==> src/rtl/pet_input_pkg.sv <==
// Shared types and clock-derived defaults
// for the button/switch input path.
package pet_input_pkg;

  localparam int unsigned SYS_CLK_HZ = 64_000_000;
  localparam int unsigned DEBOUNCE_CYCLES_5MS = SYS_CLK_HZ / 200;
  localparam int unsigned LONG_CYCLES_1S = SYS_CLK_HZ;

  typedef enum logic [2:0] {
    RELEASED,
    PRESS_PENDING,
    PRESSED,
    LONG_HELD,
    RELEASE_PENDING
  } debounce_state_t;

endpackage

==> src/rtl/debounce_counter.sv <==
// Saturating up-counter with synchronous clear;
// done_o flags the terminal count CYCLES-1.
module debounce_counter
  import pet_input_pkg::*;
#(
  parameter int unsigned CYCLES = 4
) (
  input  logic clock_i,
  input  logic reset_ni,
  input  logic clear_i,
  input  logic enable_i,
  output logic done_o
);

  localparam int unsigned W = $clog2(CYCLES);
  localparam logic [W-1:0] LAST = W'(CYCLES - 1);

  logic [W-1:0] count_q;
  logic [W-1:0] count_d;

  assign done_o = (count_q == LAST);

  always_comb begin
    count_d = count_q;
    if (clear_i) begin
      count_d = '0;
    end else if (enable_i && !done_o) begin
      count_d = count_q + W'(1);
    end
  end

  always_ff @(posedge clock_i or negedge reset_ni) begin
    if (!reset_ni) begin
      count_q <= '0;
    end else begin
      count_q <= count_d;
    end
  end

endmodule

==> src/rtl/button_debounce.sv <==
// Debounces a synchronized button level into a clean
// level plus one-cycle press/release/long-press pulses.
module button_debounce
  import pet_input_pkg::*;
#(
  parameter int unsigned DEBOUNCE_CYCLES = DEBOUNCE_CYCLES_5MS,
  parameter int unsigned LONG_CYCLES     = LONG_CYCLES_1S,
  parameter bit          ACTIVE_LOW      = 1'b1
) (
  input  logic clock_i,
  input  logic reset_ni,
  input  logic data_i,
  output logic level_o,
  output logic press_o,
  output logic release_o,
  output logic long_o
);

  debounce_state_t state_q, state_d;
  logic was_long_q, was_long_d;
  logic level_q, level_d;
  logic press_q, press_d;
  logic release_q, release_d;
  logic long_q, long_d;

  logic pressed;
  logic d_clear, d_en, d_done;
  logic l_clear, l_en, l_done;

  assign pressed = data_i ^ ACTIVE_LOW;

  // dcount runs only while a transition is pending
  assign d_en    = (state_q == PRESS_PENDING) ||
                   (state_q == RELEASE_PENDING);
  assign d_clear = !d_en;

  // lcount survives release bounces; it restarts
  // only on a fresh press
  assign l_clear = !((state_q == PRESSED) ||
                     (state_q == LONG_HELD) ||
                     (state_q == RELEASE_PENDING));
  assign l_en    = (state_q == PRESSED) && pressed;

  debounce_counter #(
    .CYCLES(DEBOUNCE_CYCLES)
  ) u_dcount (
    .clock_i (clock_i),
    .reset_ni(reset_ni),
    .clear_i (d_clear),
    .enable_i(d_en),
    .done_o  (d_done)
  );

  debounce_counter #(
    .CYCLES(LONG_CYCLES)
  ) u_lcount (
    .clock_i (clock_i),
    .reset_ni(reset_ni),
    .clear_i (l_clear),
    .enable_i(l_en),
    .done_o  (l_done)
  );

  always_comb begin
    state_d    = state_q;
    was_long_d = was_long_q;
    level_d    = level_q;
    press_d    = 1'b0;
    release_d  = 1'b0;
    long_d     = 1'b0;
    unique case (state_q)
      RELEASED: begin
        if (pressed) state_d = PRESS_PENDING;
      end
      PRESS_PENDING: begin
        if (!pressed) begin
          state_d = RELEASED;
        end else if (d_done) begin
          state_d = PRESSED;
          level_d = 1'b1;
          press_d = 1'b1;
        end
      end
      PRESSED: begin
        if (!pressed) begin
          state_d    = RELEASE_PENDING;
          was_long_d = 1'b0;
        end else if (l_done) begin
          state_d = LONG_HELD;
          long_d  = 1'b1;
        end
      end
      LONG_HELD: begin
        if (!pressed) begin
          state_d    = RELEASE_PENDING;
          was_long_d = 1'b1;
        end
      end
      RELEASE_PENDING: begin
        if (pressed) begin
          state_d = was_long_q ? LONG_HELD : PRESSED;
        end else if (d_done) begin
          state_d   = RELEASED;
          level_d   = 1'b0;
          release_d = 1'b1;
        end
      end
      default: begin
        state_d    = RELEASED;
        was_long_d = 1'b0;
        level_d    = 1'b0;
      end
    endcase
  end

  always_ff @(posedge clock_i or negedge reset_ni) begin
    if (!reset_ni) begin
      state_q    <= RELEASED;
      was_long_q <= 1'b0;
      level_q    <= 1'b0;
      press_q    <= 1'b0;
      release_q  <= 1'b0;
      long_q     <= 1'b0;
    end else begin
      state_q    <= state_d;
      was_long_q <= was_long_d;
      level_q    <= level_d;
      press_q    <= press_d;
      release_q  <= release_d;
      long_q     <= long_d;
    end
  end

  assign level_o   = level_q;
  assign press_o   = press_q;
  assign release_o = release_q;
  assign long_o    = long_q;

endmodule

==> config.mk <==
export PLATFORM = sky130hd
export DESIGN_NAME = button_debounce
export DESIGN_NICKNAME = d
export VERILOG_FILES = /design/src/rtl/pet_input_pkg.sv /design/src/rtl/debounce_counter.sv /design/src/rtl/button_debounce.sv
export SDC_FILE = /design/constraint.sdc
export NUM_CORES = 1
export LEC_CHECK = 0
export CAP_MARGIN = 20
export CELL_PAD_IN_SITES_DETAIL_PLACEMENT = 1
export CELL_PAD_IN_SITES_GLOBAL_PLACEMENT = 1
export CORE_MARGIN = 4
export CORE_UTILIZATION = 48
export DETAILED_ROUTE_END_ITERATION = 16
export GPL_TIMING_DRIVEN = 1
export PLACE_DENSITY_LB_ADDON = 0.1
export SYNTH_ARGS = -nofsm -noshare
export SYNTH_HDL_FRONTEND = slang
export SYNTH_SLANG_ARGS = --single-unit
export TNS_END_PERCENT = 5
==> constraint.sdc <==
create_clock -name clock_i -period 2.64 [get_ports clock_i]
set_clock_uncertainty 0.05 [all_clocks]
set_input_delay 0.528 -clock clock_i [delete_from_list [all_inputs] [get_ports clock_i]]
set_output_delay 0.528 -clock clock_i [all_outputs]
set_load 0.1 [all_outputs]
# Yosys cells after proc, flatten, opt, wreduce, memory -nomap -nowiden
# Cells that the tools add are included.
[word_totals]
regBits = 53
latch_bits = 0
ramBits = 0
rom_bits = 0
input_bits = 3
out_inout_bits = 4
word_cells = 75
memories = 0
[op_classes]
addsub = 2
n_mul = 0
div = 0
order_cmp = 0
n_eq_ne = 18
shift = 0
mux = 30
bitwise_logic = 3
n_reduce_logical = 14
[ops]
columns = ["operator", "count"]
rows = [
  ["two-way mux 26 bit", 2],
  ["two-way mux 19 bit", 2],
  ["adder 26 x 1 -> 26 bit, second input constant", 1],
  ["== test 26 bit, second input constant", 1],
  ["two-way mux 3 bit", 8],
  ["adder 19 x 1 -> 19 bit, second input constant", 1],
  ["== test 19 bit, second input constant", 1],
  ["two-way mux 1 bit", 15],
  ["case mux 3 bit (5 select lines)", 1],
  ["!= test 2 bit, second input constant", 6],
  ["AND reduction 5 bit", 2],
  ["!= test 3 x 2 -> 1 bit, second input constant", 3],
  ["== test 3 x 2 -> 1 bit, second input constant", 2],
  ["!= test 2 x 1 -> 1 bit, second input constant", 3],
  ["case mux 1 bit (3 select lines)", 2],
  ["OR reduction 3 bit", 2],
  ["== test 3 x 1 -> 1 bit, second input constant", 1],
  ["== test 3 bit, second input constant", 1],
  ["logical AND 1 bit", 3],
  ["zero test 3 bit", 1],
  ["logical OR 1 bit", 3],
  ["NOT 1 bit", 3],
  ["AND reduction 3 bit", 1],
  ["zero test 1 bit", 2],
]

# Logic depth before layout (Yosys ltp)
# Gate-level depths: netlist (run 1).
[depth]
depth_word = 5
ltp_mapped = 7
depth_no_buf = 6

# By module
# From an unflattened synthesis (run 1), not the netlist that was laid out.
[hier_totals]
hier_cells = 316
area_unflattened_um2 = 3015.4
[modules_own_cells]
columns = ["mod", "instances", "cells_each", "area_each_um2"]
rows = [
  ["debounce_counter (u_lcount)", 1, 149, 1413.9],
  ["debounce_counter (u_dcount)", 1, 121, 1157.4],
  ["button_debounce", 1, 46, 444.2],
]

# Worst setup path before layout (run 1)
# Ideal clock, no wire load.
[synth_timing]
kind = "input -> register"
startpoint = "input port data_i"
endpoint = "register u_lcount.count_q[25]"
setup_ns = 0.078
arrival_time_ns = 2.025
required_ns = 2.512
setup_slack_ns = 0.487
path_stages = 6
path_cell_list = "buf_2 -> or4b_4 -> nor2_4 -> nand3_1 -> or4_1 -> a21oi_1"
[synth_via]
elab_chain_cells = 4
[synth_rtl]
columns = ["item", "line_no", "text"]
rows = [
  ["start, declared", "button_debounce.sv:12", "input logic data_i,"],
  ["NOT 1 bit (no source line)", "-", ""],
  ["logical AND 1 bit", "button_debounce.sv:42", "assign l_en = (state_q == PRESSED) && pressed;"],
  ["logical AND 1 bit", "debounce_counter.sv:27", "end else if (enable_i && !done_o) begin"],
  ["!= test 2 x 1 -> 1 bit (no source line)", "-", ""],
  ["end signal, assigned", "debounce_counter.sv:36", "count_q <= count_d;"],
  ["end, declared", "debounce_counter.sv:18", "logic [W-1:0] count_q;"],
]
# No other way between the ends.
# A chain may end at the register's enable or synchronous reset.

# Final worst setup path (run 1)
[layout_timing]
startpoint = "register u_lcount.count_q[21]"
endpoint = "register u_lcount.count_q[10]"
[layout_via]
elab_chain_cells = 4
[layout_rtl]
columns = ["item", "line_no", "text"]
rows = [
  ["== test 26 bit", "debounce_counter.sv:21", "assign done_o = (count_q == LAST);"],
  ["zero test 1 bit", "debounce_counter.sv:27", ""],
  ["logical AND 1 bit", "debounce_counter.sv:27", ""],
  ["!= test 2 x 1 -> 1 bit (no source line)", "-", ""],
]
# No other way between the ends.

==> results of run 1 <==
-- worst max path at each step --
stage | start | end | slack [ps] | depth (start not counted)
after global placement | data_i | u_lcount.count_q[24] | 140 | 6
after detailed placement | data_i | u_lcount.count_q[25] | 80 | 6
after global routing | u_lcount.count_q[19] | u_lcount.count_q[10] | 20 | 6
after floorplan | data_i | u_lcount.count_q[25] | 490 | 6
after CTS | u_lcount.count_q[19] | u_lcount.count_q[3] | 220 | 6
final | u_lcount.count_q[21] | u_lcount.count_q[10] | 220 | 6
-- critical path, stage by stage (launching register included) --
cell and delay [ps]:
dfrtp_1 410, or4_1 510, or4_1 610, buf_4 250, o21ai_4 230, o21ai_0 130, a21oi_1 150
-- power breakdown --
part	switching, mW	internal [mW]	leakage (nW)
Sequential	0.00796	0.819	0.728
Combinational	0.0317	0.0145	0.463
Clock	0.270	0.213	0.0512
-- cells in the mapped netlist, types with 5 or more instances --
cell / count
xnor2_1: 5
dfrtp_1: 53
o21ai_0: 12
nand4_1: 10
or4_1: 6
or3_1: 12
nor3_1: 7
nor2_1: 26
nand2_1: 29
a21oi_1: 22
xor2_1: 12
nand3_1: 24
inv_1: 8
-- cells by family (layout without fill, tap and decap cells) --
group,count (synthesis),in the layout
DFF,53,53
adders and majority gates,2,2
AOI/OAI and AO/OA,60,60
and+or+nand+nor,144,144
muxes,1,1
xor gates and xnor gates,17,17
buffers and inverters,18,34
-- registers in the layout, indices dropped and copies added, names as in the netlist --
name,cells
level_o,1
long_o,1
press_o,1
release_o,1
state_q,3
u_dcount.count_q,19
u_lcount.count_q,26
was_long_q,1
-- through the flow --
stage | std cells | hold WS (ps) | util (%) | instance area [µm²]
final | 383 | 174.8 | 55.04 | 3068
after global routing | 383 | 207.7 | 55.04 | 3068
after CTS | 383 | 187.7 | 55.04 | 3068
after detailed placement | 375 | 447.8 | 53.31 | 2972
after global placement | 375 | 440.2 | 53.31 | 2972
after floorplan | 295 | 182.4 | - | 2790
-- area by class of cell --
| type | count | area, µm² | share of cell area [%] |
|---|---|---|---|
| Multi-Input combinational cell | 224 | 1378 | 44.90 |
| Sequential cell | 53 | 1326 | 43.23 |
| Timing Repair Buffer | 18 | 147.6 | 4.812 |
| Tap cell | 72 | 90.09 | 2.936 |
| Clock buffer | 6 | 82.58 | 2.692 |
| Inverter | 8 | 30.03 | 0.9788 |
| Clock inverter | 2 | 13.76 | 0.4486 |
-- per-layer routing --
metal  track usage [%]  share of wire [%]
met5                 0                  0
met4             4.386                1.3
met3             3.925                2.2
met2             32.57                 48
met1             26.83                 49
==> reports/metrics.csv, run 1 <==
metric,value,unit
ys_warn_count,0,
r2r-start,u_lcount.count_q[21],
fp.dieW,84.24,µm
drt-initial-drc-count,86,
ir_worst_vdd,289.7,µV
grt_overflow_total,0,
fin_ws,220.4,ps
muxShareOfSynthArea,0.3587,%
synth_area,2790,µm²
min_period,2420,ps
end_kind,register,
clk_pin_slew,100,ps
setup_violations,0,
ctsHoldBuffers,0,
cp_data_arrival_time,2610,ps
fin_tns_setup,0,ps
finalWirelength,6396,µm
synth.avg_cell_area,9.458,µm²
place.port_buffers,6,
ff2ff_setup_slack,220,ps
cp-start-kind,register,
relSlewSlack,40.22,%
rows,27,
hold_path.class,input pin to asynchronous set/reset pin,
synth_top_area_cell,dfrtp_1,
htree_levels,2,
cp_max_fo,8,
fillers,652,
layout_commonest_cell,dfrtp_1,
synthFlopType,dfrtp_1,
powerDensity,441.9,nW/µm²
synth_compound_area_share,13.72,%
drt.antenna.violating_nets,0,
seq_area_frac_synth,47.53,%
netlist_top_cells_area,"dfrtp_1 48%, nand3_1 4.3%, a21oi_1 3.9%",
period_share,91.65,%
post_cts_buffers,0,
first_pass_iters,4,
grt_setup_unrepaired,no,
ys_types,49,
synth_top_area_share,47.53,%
numClockSinks,53,
cts_root_buffer,clkbuf_8,
synth_top_family_by_area,simple AND/OR/NAND/NOR gates,
routabilityCongestion,0.8837,
reg2regPathDepth,6,
synth_edf_count,0,
post-place-ws,75.44,ps
core_area,5574,µm²
max_freq,413.3,MHz
synth-seq-cells,53,
timing.rr.end,u_lcount.count_q[10],
drc,0,
worst_slew_pin_slew,890.7,ps
syn_inst,295,
insertion_delay,310,ps
drive_gt1_share,11.90,%
cts_tree,yes,
start_util,50.06,%
p_leak,1.242,nW
grt_max_degree,29,
finalPower,1.356,mW
layout_common_cells,"53 x dfrtp_1, 29 x nand2_1, 26 x nor2_1, 24 x nand3_1, 22 x a21oi_1",
maxCapViolCount,0,
ios,7,
grt_pass1_wl,11490,µm
via_count,2276,
die_h,84.24,µm
syn_to_final_growth,9.955,%
via_per_inst,5.943,
required,2830,ps
synth-xor-area-share,5.336,%
yosys.area_share.simple,29.06,%
yosys.area_share.adder,0.8969,%
grt_pass1_vias,2343,
synthArstFlopShare,100.0,%
status,"finished, final reports clean",
path_class,register to register,
nets,315,
post_cts_resized,0,
wire_per_inst,16.70,µm
ctsLongestPathBuffers,2,
diodes,0,
dp_hpwl,4666,µm
hold_viol_final,0,
cts_made_buffers,5,
die_area,7096,µm²
grt_usage,19.71,%
synth_fp_nets,300,
antenna_found_initial,0,
drv_slew,0,
No activity file was read; power rests on OpenSTA's default activity.
==> run 2: changes to the inputs <==
- ABC_AREA: default -> 1
- CORE_UTILIZATION: 48 -> 46
==> reports/metrics.csv, run 2 <==
metric,value,unit
fin_tns_setup,0,ps
grt_usage,23.65,%
regMostFlops,u_lcount.count_q,
yosysMostFrequentCell,nand2_1,
power.share.sequential,41.6,%
synth_area,3378,µm²
finalWirelength,9225,µm
relSlewSlack,59.87,%
routabilityCongestion,0.8293,
ios,7,
clk_pin_slew,100,ps
cp_cell_sequence,"ha_1, nand2_1, nor2_2, nand2_4, nor2_4, nand2_2, nand2_4, nand2_4, inv_6, nand2_1, o21ai_1",
via_per_inst,5.328,
end_kind,register,
synth_fp_nets,491,
synth.avg_cell_area,6.951,µm²
powerDensity,602.1,nW/µm²
swShare,39.60,%
max_freq,472.4,MHz
synth_top_area_share,39.26,%
antenna_found_initial,0,
ctsHoldBuffers,0,
cp-start-kind,register,
drt-initial-drc-count,89,
period_share,80.19,%
ys_warn_count,0,
die_area,8779,µm²
via_count,3149,
netlist_top_cells_area,"dfrtp_1 39%, nand2_1 16%, nor2_1 9.9%",
grt_max_degree,54,
critical_path_depth,11,
grt_pass1_wl,16640,µm
clkPwrFrac,27.0,%
path_class,register to register,
setup_violations,0,
worst_slew_pin_slew,602.0,ps
status,"finished, final reports clean",
hold_viol_final,0,
insertion_delay,310,ps
place_inst,583,
cts_tree,yes,
p_leak,1.591,nW
reg2regPathDepth,11,
layout_commonest_cell,nand2_1,
dp_hpwl,7116,µm
syn_inst,486,
path_buf_inv,1,
rows,30,
pwr-share-comb,31.4,%
ff2ff_setup_slack,520,ps
syn_to_final_growth,7.889,%
die_h,93.70,µm
synthArstFlopShare,100.0,%
instances_no_fill,591,
reg_top3,"u_lcount.count_q x26, u_dcount.count_q x19, state_q x3",
synth.top_cells.by_count,"144 x nand2_1, 89 x nor2_1, 53 x dfrtp_1, 43 x nand3_1, 39 x inv_1",
numClockSinks,53,
grt_pass1_vias,3551,
ctsLongestPathBuffers,2,
start_util,48.65,%
grt_overflow_total,0,
htree_levels,2,
wire_per_inst,15.61,µm
r2r-start,u_lcount.count_q[1],
timing.rr.end,u_lcount.count_q[17],
crit_family,simple AND/OR/NAND/NOR gates,
cts_made_buffers,5,
required,2830,ps
min_period,2117,ps
largest_register_ffs,26,
ir_worst_vdd,288.1,µV
grt_setup_unrepaired,no,
nets,499,
cts_root_buffer,clkbuf_8,
seq_area_frac_synth,39.26,%
maxCapViolCount,0,
hold_path.class,input pin to asynchronous set/reset pin,
first_pass_iters,4,
drt.antenna.violating_nets,0,
synthFlopType,dfrtp_1,
synth_edf_count,0,
ys_types,35,
drv_slew,0,
synth-seq-cells,53,
p_int,1.325,mW
cp_data_arrival_time,2310,ps
post_cts_resized,0,
slowest_delay,440,ps
cp_max_fo,25,
power_switching,0.8689,mW
cp_common_cell,nand2_4,
hold_slack,156.2,ps
drc,0,
critPathLaunch,u_lcount.count_q[1],
fp.dieW,93.70,µm
place.port_buffers,6,
diodes,0,
drive_gt1_share,8.485,%
layout_common_cells,"144 x nand2_1, 89 x nor2_1, 53 x dfrtp_1, 43 x nand3_1, 39 x inv_1",
core_area,6944,µm²
synth_top_area_cell,dfrtp_1,
post_cts_buffers,0,
critPathSlowestCell,dfrtp_1,
[run 2: changes by cell type after synthesis, moves of 5 or more]
cell,change
nand2_2,+6
inv_1,+31
nor3_1,+5
nand2_1,+115
or4_1,-6
nor2_1,+63
a21oi_1,-10
nand3_1,+19
or3_1,-12
o21ai_1,+5
[run 2: kinds of logic after synthesis]
kind of cell / share of synthesized area [%]
and+or+nand+nor: 41.78
DFF: 39.26
buffers and inverters: 6.518
AOI/OAI and AO/OA: 6.778
xor gates and xnor gates: 4.926
adders and majority gates: 0.7406
[run 2: worst register-to-register path, stage by stage, from the launching register on]
cell and delay [ps]:
dfrtp_1 440, ha_1 320, nand2_1 150, nor2_2 150, nand2_4 110, nor2_4 140
nand2_2 80, nand2_4 90, nand2_4 130, inv_6 220, nand2_1 100, o21ai_1 80
[run 2: worst max path at each step]
| stage | endpoint | slack, ps |
|---|---|---|
| finish | u_lcount.count_q[17] | 520 |
| detailed placement | u_lcount.count_q[16] | 470 |
| global placement | u_lcount.count_q[6] | 550 |
| CTS | u_lcount.count_q[17] | 520 |
| floorplan | u_lcount.count_q[10] | 970 |
| global route | u_lcount.count_q[21] | 290 |
[run 2: final cells by class]
cell class,instances,area [µm²]
Sequential cell,53,1326
Fill cell,935,3299
Multi-Input combinational cell,382,1832
Tap cell,96,120.1
Clock buffer,6,82.58
Clock inverter,2,37.54
Timing Repair Buffer,9,80.08
Inverter,43,166.4
[run 2: power by group through the flow]
| stage | clock network [mW] | logic (mW) | registers (mW) |
|---|---|---|---|
| 2_1_floorplan | 0 | 0.512 | 0.953 |
| 3_5_place_dp | 0 | 0.704 | 0.929 |
| 6_report | 0.592 | 0.690 | 0.913 |
| 4_1_cts | 0.610 | 0.705 | 0.912 |
| 3_3_place_gp | 0 | 0.680 | 0.926 |
| 5_1_grt | 0.639 | 0.781 | 0.921 |
[run 2: per-stage QoR]
stage	area (µm²)	setup WS [ps]	power [mW]	util [%]
final	3645	523.1	2.194	52.49
after global routing	3645	289.4	2.341	52.49
after CTS	3645	520.2	2.227	52.49
after detailed placement	3525	468.4	1.633	50.76
after global placement	3525	549.0	1.606	50.76
after floorplan	3378	972.2	1.465	-
[run 2: metal layers]
metal / part of all wire (%) / track usage, % / vias up
met2: 51 / 41.81 / 28
li1: - / - / 1567
met5: 0 / 0 / -
met1: 45 / 28.98 / 1536
met4: 2.2 / 8.544 / 0
met3: 1.8 / 3.606 / 18
==> run 3: changes to the inputs <==
- clock period: 2.64 -> 2.1 ns (I/O delays scaled with it)
==> reports/metrics.csv, run 3 (synthesized netlist as in run 2, its figures left out) <==
metric,value,unit
status,"finished, final reports clean",
first_pass_iters,4,
via_per_inst,5.311,
layout.area.seq,1326,µm²
maxCapViolCount,0,
layout_common_cells,"144 x nand2_1, 89 x nor2_1, 53 x dfrtp_1, 43 x nand3_1, 39 x inv_1",
fin_tns_setup,0,ps
diodes,0,
hold_viol_final,0,
fin_ws,199.9,ps
place.port_buffers,6,
instances_no_fill,601,
multi_input_area,1839,µm²
grt_setup_unrepaired,no,
layout_commonest_cell,nand2_1,
period_share,90.48,%
max_freq,526.3,MHz
post_cts_buffers,0,
hold_path.class,input pin to asynchronous set/reset pin,
path_class,register to register,
grt_pass1_wl,16400,µm
ios,7,
drc,0,
worst_slew_pin_slew,412.2,ps
cp_data_arrival_time,2040,ps
cts_tree,yes,
place_inst,593,
setup_violations,0,
drv_slew,0,
die_area,8779,µm²
largest_register_ffs,26,
syn_to_final_growth,10.30,%
routabilityCongestion,0.8386,
ctsHoldBuffers,0,
min_period,1900,ps
fp.dieW,93.70,µm
grt_pass1_vias,3369,
post_cts_resized,0,
reg_top3,"u_lcount.count_q x26, u_dcount.count_q x19, state_q x3",
htree_levels,2,
crit_family,simple AND/OR/NAND/NOR gates,
slowest_delay,410,ps
ctsLongestPathBuffers,2,
regMostFlops,u_lcount.count_q,
cp_common_cell,nand2_1,
relSlewSlack,72.42,%
finalPower,2.847,mW
insertion_delay,310,ps
drt.antenna.violating_nets,0,
grt_max_degree,54,
powerDensity,764.1,nW/µm²
cts_made_buffers,5,
fillers,944,
clk_pin_slew,100,ps
required,2240,ps
path_buf_inv,0,
via_count,3192,
cts_root_buffer,clkbuf_8,
drt-initial-drc-count,150,
nets,509,
core_area,6944,µm²
wire_per_inst,15.83,µm
finalWirelength,9514,µm
critPathSlowestCell,dfrtp_1,
antenna_found_initial,0,
cp_cell_sequence,"ha_1, nand2_1, nor3_2, nand3_2, nand2_1, xor2_1, nor2_1",
p_leak,1.642,nW
grt_usage,23.63,%
end_kind,register,
drive_gt1_share,10.50,%
rows,30,
start_util,48.65,%
grt_overflow_total,0,
dp_hpwl,7368,µm
post-place-ws,56.34,ps
die_h,93.70,µm
numClockSinks,53,
cp-start-kind,register,
cp_max_fo,8,
ir_worst_vdd,279.5,µV
run 3: area by class of cell:
class | count | share of cell area [%]
multi-input cells | 382 | 49.36
flip-flops and latches | 53 | 35.59
clock inverters | 1 | 0.8059
clock buffers | 7 | 2.317
well taps | 96 | 3.224
repair buffers | 19 | 4.164
inverters | 43 | 4.533
run 3: worst paths after layout:
path / from / endpoint / slack [ps] / cells after the start
max: u_dcount.count_q[1] / u_dcount.count_q[14] / 200 / 7
min: reset_ni / u_dcount.count_q[6] / 40 / 2
max reg2reg: u_dcount.count_q[1] / u_dcount.count_q[14] / 200 / 7
min reg2reg: level_o / level_o / 450 / 2
max in group asynchronous: reset_ni / u_lcount.count_q[25] / 1710 / 2
min in group clock_i: level_o / level_o / 450 / 2
run 3: power breakdown:
part	leakage, nW	switching (mW)	internal, mW
clock network	0.0585	0.359	0.390
logic	0.849	0.712	0.248
registers	0.734	0.0578	1.08
total	1.64	1.13	1.72
run 3: per-stage QoR:
stage / hold WS [ps] / area (µm²) / utilization (%)
floorplan: 74.41 / 3378 / -
global placement: 391.0 / 3600 / 51.84
detailed placement: 396.2 / 3600 / 51.84
CTS: 54.47 / 3716 / 53.51
global route: 57.72 / 3726 / 53.66
finish: 40.07 / 3726 / 53.66
run 3: layer usage:
metal	wire length (µm)	vias to the layer above	share of wire (%)	track usage, %
met5	0	-	0	0
met4	142	0	1.5	7.702
met3	237	11	2.5	3.045
met2	4804	46	50	40.63
met1	4330	1549	46	30.63
li1	-	1586	-	-
